--- config.mk ---
export PLATFORM = sky130hd
export DESIGN_NAME = instr_fetch
export DESIGN_NICKNAME = d
export VERILOG_FILES = /design/src/rtl/instr_fetch.sv
export SDC_FILE = /design/constraint.sdc
export NUM_CORES = 1
export LEC_CHECK = 0
export BUFFER_PORTS_ARGS = -buffer_cell sky130_fd_sc_hd__clkbuf_2
export CORE_ASPECT_RATIO = 1.25
export CORE_MARGIN = 5
export CORE_UTILIZATION = 50
export CTS_CLUSTER_DIAMETER = 80
export CTS_CLUSTER_SIZE = 12
export DETAILED_ROUTE_END_ITERATION = 6
export PLACE_DENSITY = 0.81
export SLEW_MARGIN = 20
export SYNTH_ARGS = -nofsm -noshare
export SYNTH_HDL_FRONTEND = slang
export SYNTH_SLANG_ARGS = --single-unit
--- constraint.sdc ---
create_clock -name clk -period 8.6 [get_ports clk]
set_input_delay 1.72 -clock clk [delete_from_list [all_inputs] [get_ports clk]]
set_output_delay 1.72 -clock clk [all_outputs]
set_load 0.02 [all_outputs]
--- src/rtl/instr_fetch.sv ---
// Instruction fetch unit: requests one word at a time, holds it for decode, and
// computes the next PC. Define FETCH_ALIGN_CHECK_EN to trap misaligned JR targets.
module instr_fetch #(
  parameter logic [31:0] RESET_PC = 32'h0000_0000
) (
  input  logic        clk,
  input  logic        reset_n,
  output logic        imem_req,
  output logic [31:0] imem_addr,
  input  logic        imem_ack,
  input  logic [31:0] imem_rdata,
  output logic [31:0] instr,
  output logic [5:0]  opcode,
  output logic [5:0]  funct,
  output logic        instr_valid,
  input  logic        instr_accept,
  output logic [31:0] pc,
  output logic [31:0] pc_plus4,
  input  logic        Jump,
  input  logic        Branch,
  input  logic        JumpSel,
  input  logic        branch_taken,
  input  logic [31:0] jr_target,
  input  logic        halt,
  output logic        fetch_err
);

  typedef enum logic [1:0] {
    IDLE   = 2'd0,
    REQ    = 2'd1,
    HOLD   = 2'd2,
    HALTED = 2'd3
  } state_t;

  state_t      state_r;
  state_t      state_nxt_s;
  logic [31:0] pc_r;
  logic [31:0] instr_r;
  logic [31:0] pc_nxt_s;
  logic [31:0] jr_addr_s;
  logic [31:0] br_off_s;
  logic        jr_misalign_s;

`ifdef FETCH_ALIGN_CHECK_EN
  logic fetch_err_r;
  logic set_err_s;

  assign jr_addr_s     = jr_target;
  assign jr_misalign_s = Jump && JumpSel && (jr_target[1:0] != 2'b00);
  assign set_err_s     = (state_r == HOLD) && instr_accept && !halt && jr_misalign_s;
  assign fetch_err     = fetch_err_r;

  // Sticky misaligned-JR flag, cleared only by reset.
  always_ff @(posedge clk or negedge reset_n) begin
    if (!reset_n) begin
      fetch_err_r <= 1'b0;
    end else if (set_err_s) begin
      fetch_err_r <= 1'b1;
    end else begin
      fetch_err_r <= fetch_err_r;
    end
  end
`else
  // Low address bits of a JR target are simply dropped.
  assign jr_addr_s     = jr_target & 32'hFFFF_FFFC;
  assign jr_misalign_s = 1'b0;
  assign fetch_err     = 1'b0;
`endif

  // State register.
  always_ff @(posedge clk or negedge reset_n) begin
    if (!reset_n) begin
      state_r <= IDLE;
    end else begin
      state_r <= state_nxt_s;
    end
  end

  // Next-state logic; halt outranks any redirect when the instruction retires.
  always_comb begin
    state_nxt_s = state_r;
    case (state_r)
      IDLE:   state_nxt_s = REQ;
      REQ: begin
        if (imem_ack) begin
          state_nxt_s = HOLD;
        end else begin
          state_nxt_s = REQ;
        end
      end
      HOLD: begin
        if (!instr_accept) begin
          state_nxt_s = HOLD;
        end else if (halt || jr_misalign_s) begin
          state_nxt_s = HALTED;
        end else begin
          state_nxt_s = REQ;
        end
      end
      HALTED: state_nxt_s = HALTED;
      default: state_nxt_s = IDLE;
    endcase
  end

  // Handshake outputs decoded from the state register.
  always_comb begin
    imem_req    = 1'b0;
    instr_valid = 1'b0;
    case (state_r)
      REQ:     imem_req    = 1'b1;
      HOLD:    instr_valid = 1'b1;
      default: begin
        imem_req    = 1'b0;
        instr_valid = 1'b0;
      end
    endcase
  end

  assign br_off_s = {{14{instr_r[15]}}, instr_r[15:0], 2'b00};

  // Next-PC selection: JR, J, taken branch, then sequential.
  always_comb begin
    pc_nxt_s = pc_plus4;
    if (Jump && JumpSel) begin
      pc_nxt_s = jr_addr_s;
    end else if (Jump) begin
      pc_nxt_s = {pc_plus4[31:28], instr_r[25:0], 2'b00};
    end else if (Branch && branch_taken) begin
      pc_nxt_s = pc_plus4 + br_off_s;
    end else begin
      pc_nxt_s = pc_plus4;
    end
  end

  // Instruction capture on ack and PC update on retirement.
  always_ff @(posedge clk or negedge reset_n) begin
    if (!reset_n) begin
      pc_r    <= RESET_PC;
      instr_r <= 32'h0000_0000;
    end else begin
      if ((state_r == REQ) && imem_ack) begin
        instr_r <= imem_rdata;
      end else begin
        instr_r <= instr_r;
      end
      if ((state_r == HOLD) && (state_nxt_s == REQ)) begin
        pc_r <= pc_nxt_s;
      end else begin
        pc_r <= pc_r;
      end
    end
  end

  assign imem_addr = pc_r;
  assign pc        = pc_r;
  assign pc_plus4  = pc_r + 32'd4;
  assign instr     = instr_r;
  assign opcode    = instr_r[31:26];
  assign funct     = instr_r[5:0];

endmodule

Word-level counts from Yosys, hierarchy flattened
Cells that the tools add are included.
{"block": "totals", "reg_bits": 66, "in_bits": 73, "out_inout_bits": 143, "word_cells": 23}
{"block": "classes", "addsub": 2, "n_eq_ne": 4, "n_mux": 9, "reduce_logical": 5}
{"cell": "$mux 32", "n": 3}
{"cell": "$add 32x3->32 const B", "n": 1}
{"cell": "$add 32x32->32", "n": 1}
{"cell": "$pmux 2 s4", "n": 1}
{"cell": "$mux 2", "n": 3}
{"cell": "$eq 2x1->1 const B", "n": 2}
{"cell": "$eq 2x2->1 const B", "n": 2}
{"cell": "$logic_and 1x1->1", "n": 4}
{"cell": "$logic_not 2->1", "n": 1}
{"cell": "$mux 1", "n": 2}

Logic depth before layout (Yosys ltp)
{"block": "logic_depth", "depth_word": 5, "depth_mapped": 16, "depth_no_buf": 16}

Worst setup path before layout
No wires, ideal clock.
{"block": "synth_path", "path_type": "flip-flop to output port", "startpoint": "register pc_r[2] (netlist: imem_addr[2])", "endpoint": "output port pc_plus4[28]", "t_arrival_ns": 2.230, "setup_slack_ns": 4.650, "path_stages_with_launch": 8, "cell_sequence": "dfrtp_1 -> ha_1 -> nand4_1 -> nor3_2 -> nand3_1 -> nor2_1 -> nand3_1 -> xnor2_1"}
{"block": "synth_between", "elab_chain_len": 1}
{"item": "start, declared", "line_no": "37", "text": "logic [31:0] pc_r;"}
{"item": "start signal, assigned", "line_no": "147", "text": "pc_r <= pc_nxt_s;"}
{"item": "start signal, assigned", "line_no": "149", "text": "pc_r <= pc_r;"}
{"item": "$add 32x3->32", "line_no": "156", "text": "assign pc_plus4 = pc_r + 32'd4;"}
{"item": "end, declared", "line_no": "18", "text": "output logic [31:0] pc_plus4,"}
No other way between the ends.

Worst setup path after layout
Same ends and word-level chain as after synthesis.

==> impl_metrics.toml <==
[outcome]
status = "finished clean"

[clock_tree]
clock-sinks = 64
cts.htree.levels = 3
cts_setup_buffers = 0
cts_buffer_depth = 2
cts_resized = 0
cts-buffers-inserted = 9
clk_latency_ns = 0.34
clk_pin_slew_ns = 0.06
root_buffer = "clkbuf_16"
cts_tree = "done"
postCtsHoldBufs = 0

[min_path]
hold_class = "reg -> reg"
hold_depth = 2

[synthesis]
netlist_top_cells_count = "dfrtp_1, nand2_1, buf_4"
synth_fa_ha_area_share_pct = 8.09
yosys-top-cells-area = "dfrtp_1, ha_1, mux2_2"
synth_seq_cells = 64
yosysTopAreaCellShare_pct = 27.5
synthXorXnorAreaFrac_pct = 8.15
netlist_area_mm2 = 0.00582
yosys.area_share.simple_pct = 16.0
synth_ff_type = "dfrtp_1"
synth_mux_area_share_pct = 11.0
syn_inst = 672
async_flop_share_pct = 100
synthDistinctLibCells = 60
synth_edf_count = 0
yosys.area.top_type = "dfrtp_1"
syn_area_per_cell_um2 = 8.66
synth_top_family_by_area = "compound AO/OA/AOI/OAI gates"
yosysMostFrequentCell = "dfrtp_1"
synth_warnings = 0
synth-seq-area-share_pct = 27.5
synth_compound_area_share_pct = 19.5

[final_layout]
num_antenna_cells = 0
layout.nets = 930
drive_gt1_share_pct = 34.1
fin_util_pct = 59.5
area_delta_synth_final_pct = 17.7

[grt]
grt_max_degree = 65
overflow = 0
grt_pass1_wl_mm = 28.5
first_global_vias = 5562
grt.total_usage_pct = 25.6
antenna_found_initial = 0

[drt]
firstDrtPassIters = 5
wl_per_cell_um = 18.6
top_layer = "met4"
via_count = 5685
wl_met1_mm = 7.00
viasPerCell = 5.91
drt_iter0_markers = 358
wl_met2_mm = 9.26
drc = 0
wl_met3_mm = 1.27
wl_mm = 17.9
ant_nets = 0

[pwr]
combPwrFrac_pct = 65.6
finalPower_uw = 2860
p_int_uw = 1360
p_sw_uw = 1510
swShare_pct = 52.6
pwr-share-clk_pct = 11.9
peakVddDrop_uv = 273
cellPowerDensity_mw_per_mm2 = 418
power_frac_seq_pct = 22.5
cellLeakagePower_uw = 0.00349

[sta]
setup_viol = 0
final.min_clock_period_ns = 4.97
setup_tns_ns = 0
slew_violations = 0
grt_setup_unrepaired = "false"
fmax_ghz = 0.201
hold_viol = 0
period_share_pct = 57.7
finClkSkew_ns = 0.00647
relSlewSlack_pct = 40.3
worst_pin_slew_ns = 0.895

[die]
dieArea_mm2 = 0.0139
ios = 216
floorplan.initialDensity_pct = 50.6
fp.coreArea_mm2 = 0.0115
die_x_um = 106
placementRows = 44
dieHeight_um = 131

[setup_path]
end_kind = "output port"
critPathArrivalTime_ns = 3.25
cp_max_fo = 7
worstSetupPathType = "reg -> out"
startpoint_type = "flop"
crit_required_ns = 6.88
max_stage_delay_ns = 0.65
path_cells = "ha_1 > nand4_1 > nor3_2 > nand3_1 > nor2_1 > nand3_1 > xnor2_1 > clkbuf_2"
crit_path_frequent_cell = "nand3_1"
slowest_stage = "nor3_2"
reg2regPathDepth = 14

[job]
cap_violations = 0

[place]
portBuffers = 206
gp_routability_congestion = 0.935
dp.final_hpwl_mm = 13.5
==> area by class of cell <==
class	instances	area (µm²)
clock buffers	12	256
inverters	17	63.8
repair buffers	210	1060
flip-flops and latches	64	1600
multi-input cells	518	3680
well taps	138	173
fillers	1041	4660
clock inverters	3	17.5
==> worst paths after layout <==
| kind | end | start | slack, ns |
|---|---|---|---|
| max | pc_plus4[28] | imem_addr[2] | 3.63 |
| min | state_r[1] | state_r[0] | 0.52 |
| max reg2reg | imem_addr[27] | imem_addr[2] | 4.12 |
| min reg2reg | state_r[1] | state_r[0] | 0.52 |
| max in group asynchronous | imem_addr[24] | reset_n | 6.46 |
| min in group asynchronous | instr[31] | reset_n | 1.58 |
==> cell families after synthesis <==
kind of cell | Yosys count
multiplexers | 59
XOR/XNOR | 52
AO/OA/AOI/OAI | 172
other | 1
flip-flops | 64
AND/OR/NAND/NOR | 191
buffers and inverters | 96
adder cells (fa/ha/maj) | 37
==> layout by cell type (no fill, tap or decap), drive strengths merged, types with 5 or more instances in the layout <==
cell type,n
o22ai,7
ha,36
xor2,20
and2,6
nor2,44
o21ai,31
o211ai,6
dfrtp,64
a21oi,45
nor3,9
and3,12
o31ai,8
a21o,17
xnor2,32
nand4,8
inv,16
mux2,39
o21a,8
mux2i,20
nand3,32
nand2,60
a211oi,11
nand2b,5
conb,7
buf,5
a31oi,7
clkbuf,217
nor2b,6
==> critical path, delay by kind of cell (launching register included) <==
family,cells,cell delay [ns]
xor+xnor,1,0.29
fa+ha+maj,1,0.25
buf+inv,1,0.23
flops,1,0.46
simple gates,5,1.67
==> flip-flops by register name (all words and copies together), names as in the netlist <==
signal     flops
imem_addr     30
state_r        2
instr         32
==> power by group through the flow <==
stage          Combinational [µW]  Clock, µW  Sequential [µW]
6_report                     1880        341              645
3_5_place_dp                 1860          0              644
2_1_floorplan                1300          0              757
5_1_grt                      2050        363              671
4_1_cts                      1870        346              641
3_3_place_gp                 1840          0              637
==> metrics by stage <==
| step | setup WS (ns) | hold slack, ns | std cells | area (µm²) |
|---|---|---|---|---|
| after floorplan | 4.65 | 0.468 | 678 | 5840 |
| after global placement | 4.03 | 0.490 | 947 | 6580 |
| after detailed placement | 4.04 | 0.507 | 947 | 6580 |
| after CTS | 3.66 | 0.522 | 962 | 6850 |
| after global routing | 3.34 | 0.546 | 962 | 6850 |
| final | 3.63 | 0.515 | 962 | 6850 |
==> per-layer routing <==
metal,vias up,GRT usage [%]
met3,41,5.11
met1,2702,31.2
met5,-,0
met2,274,44.7
met4,0,10.5
li1,2668,-
Power figures use the tool's default switching activity.
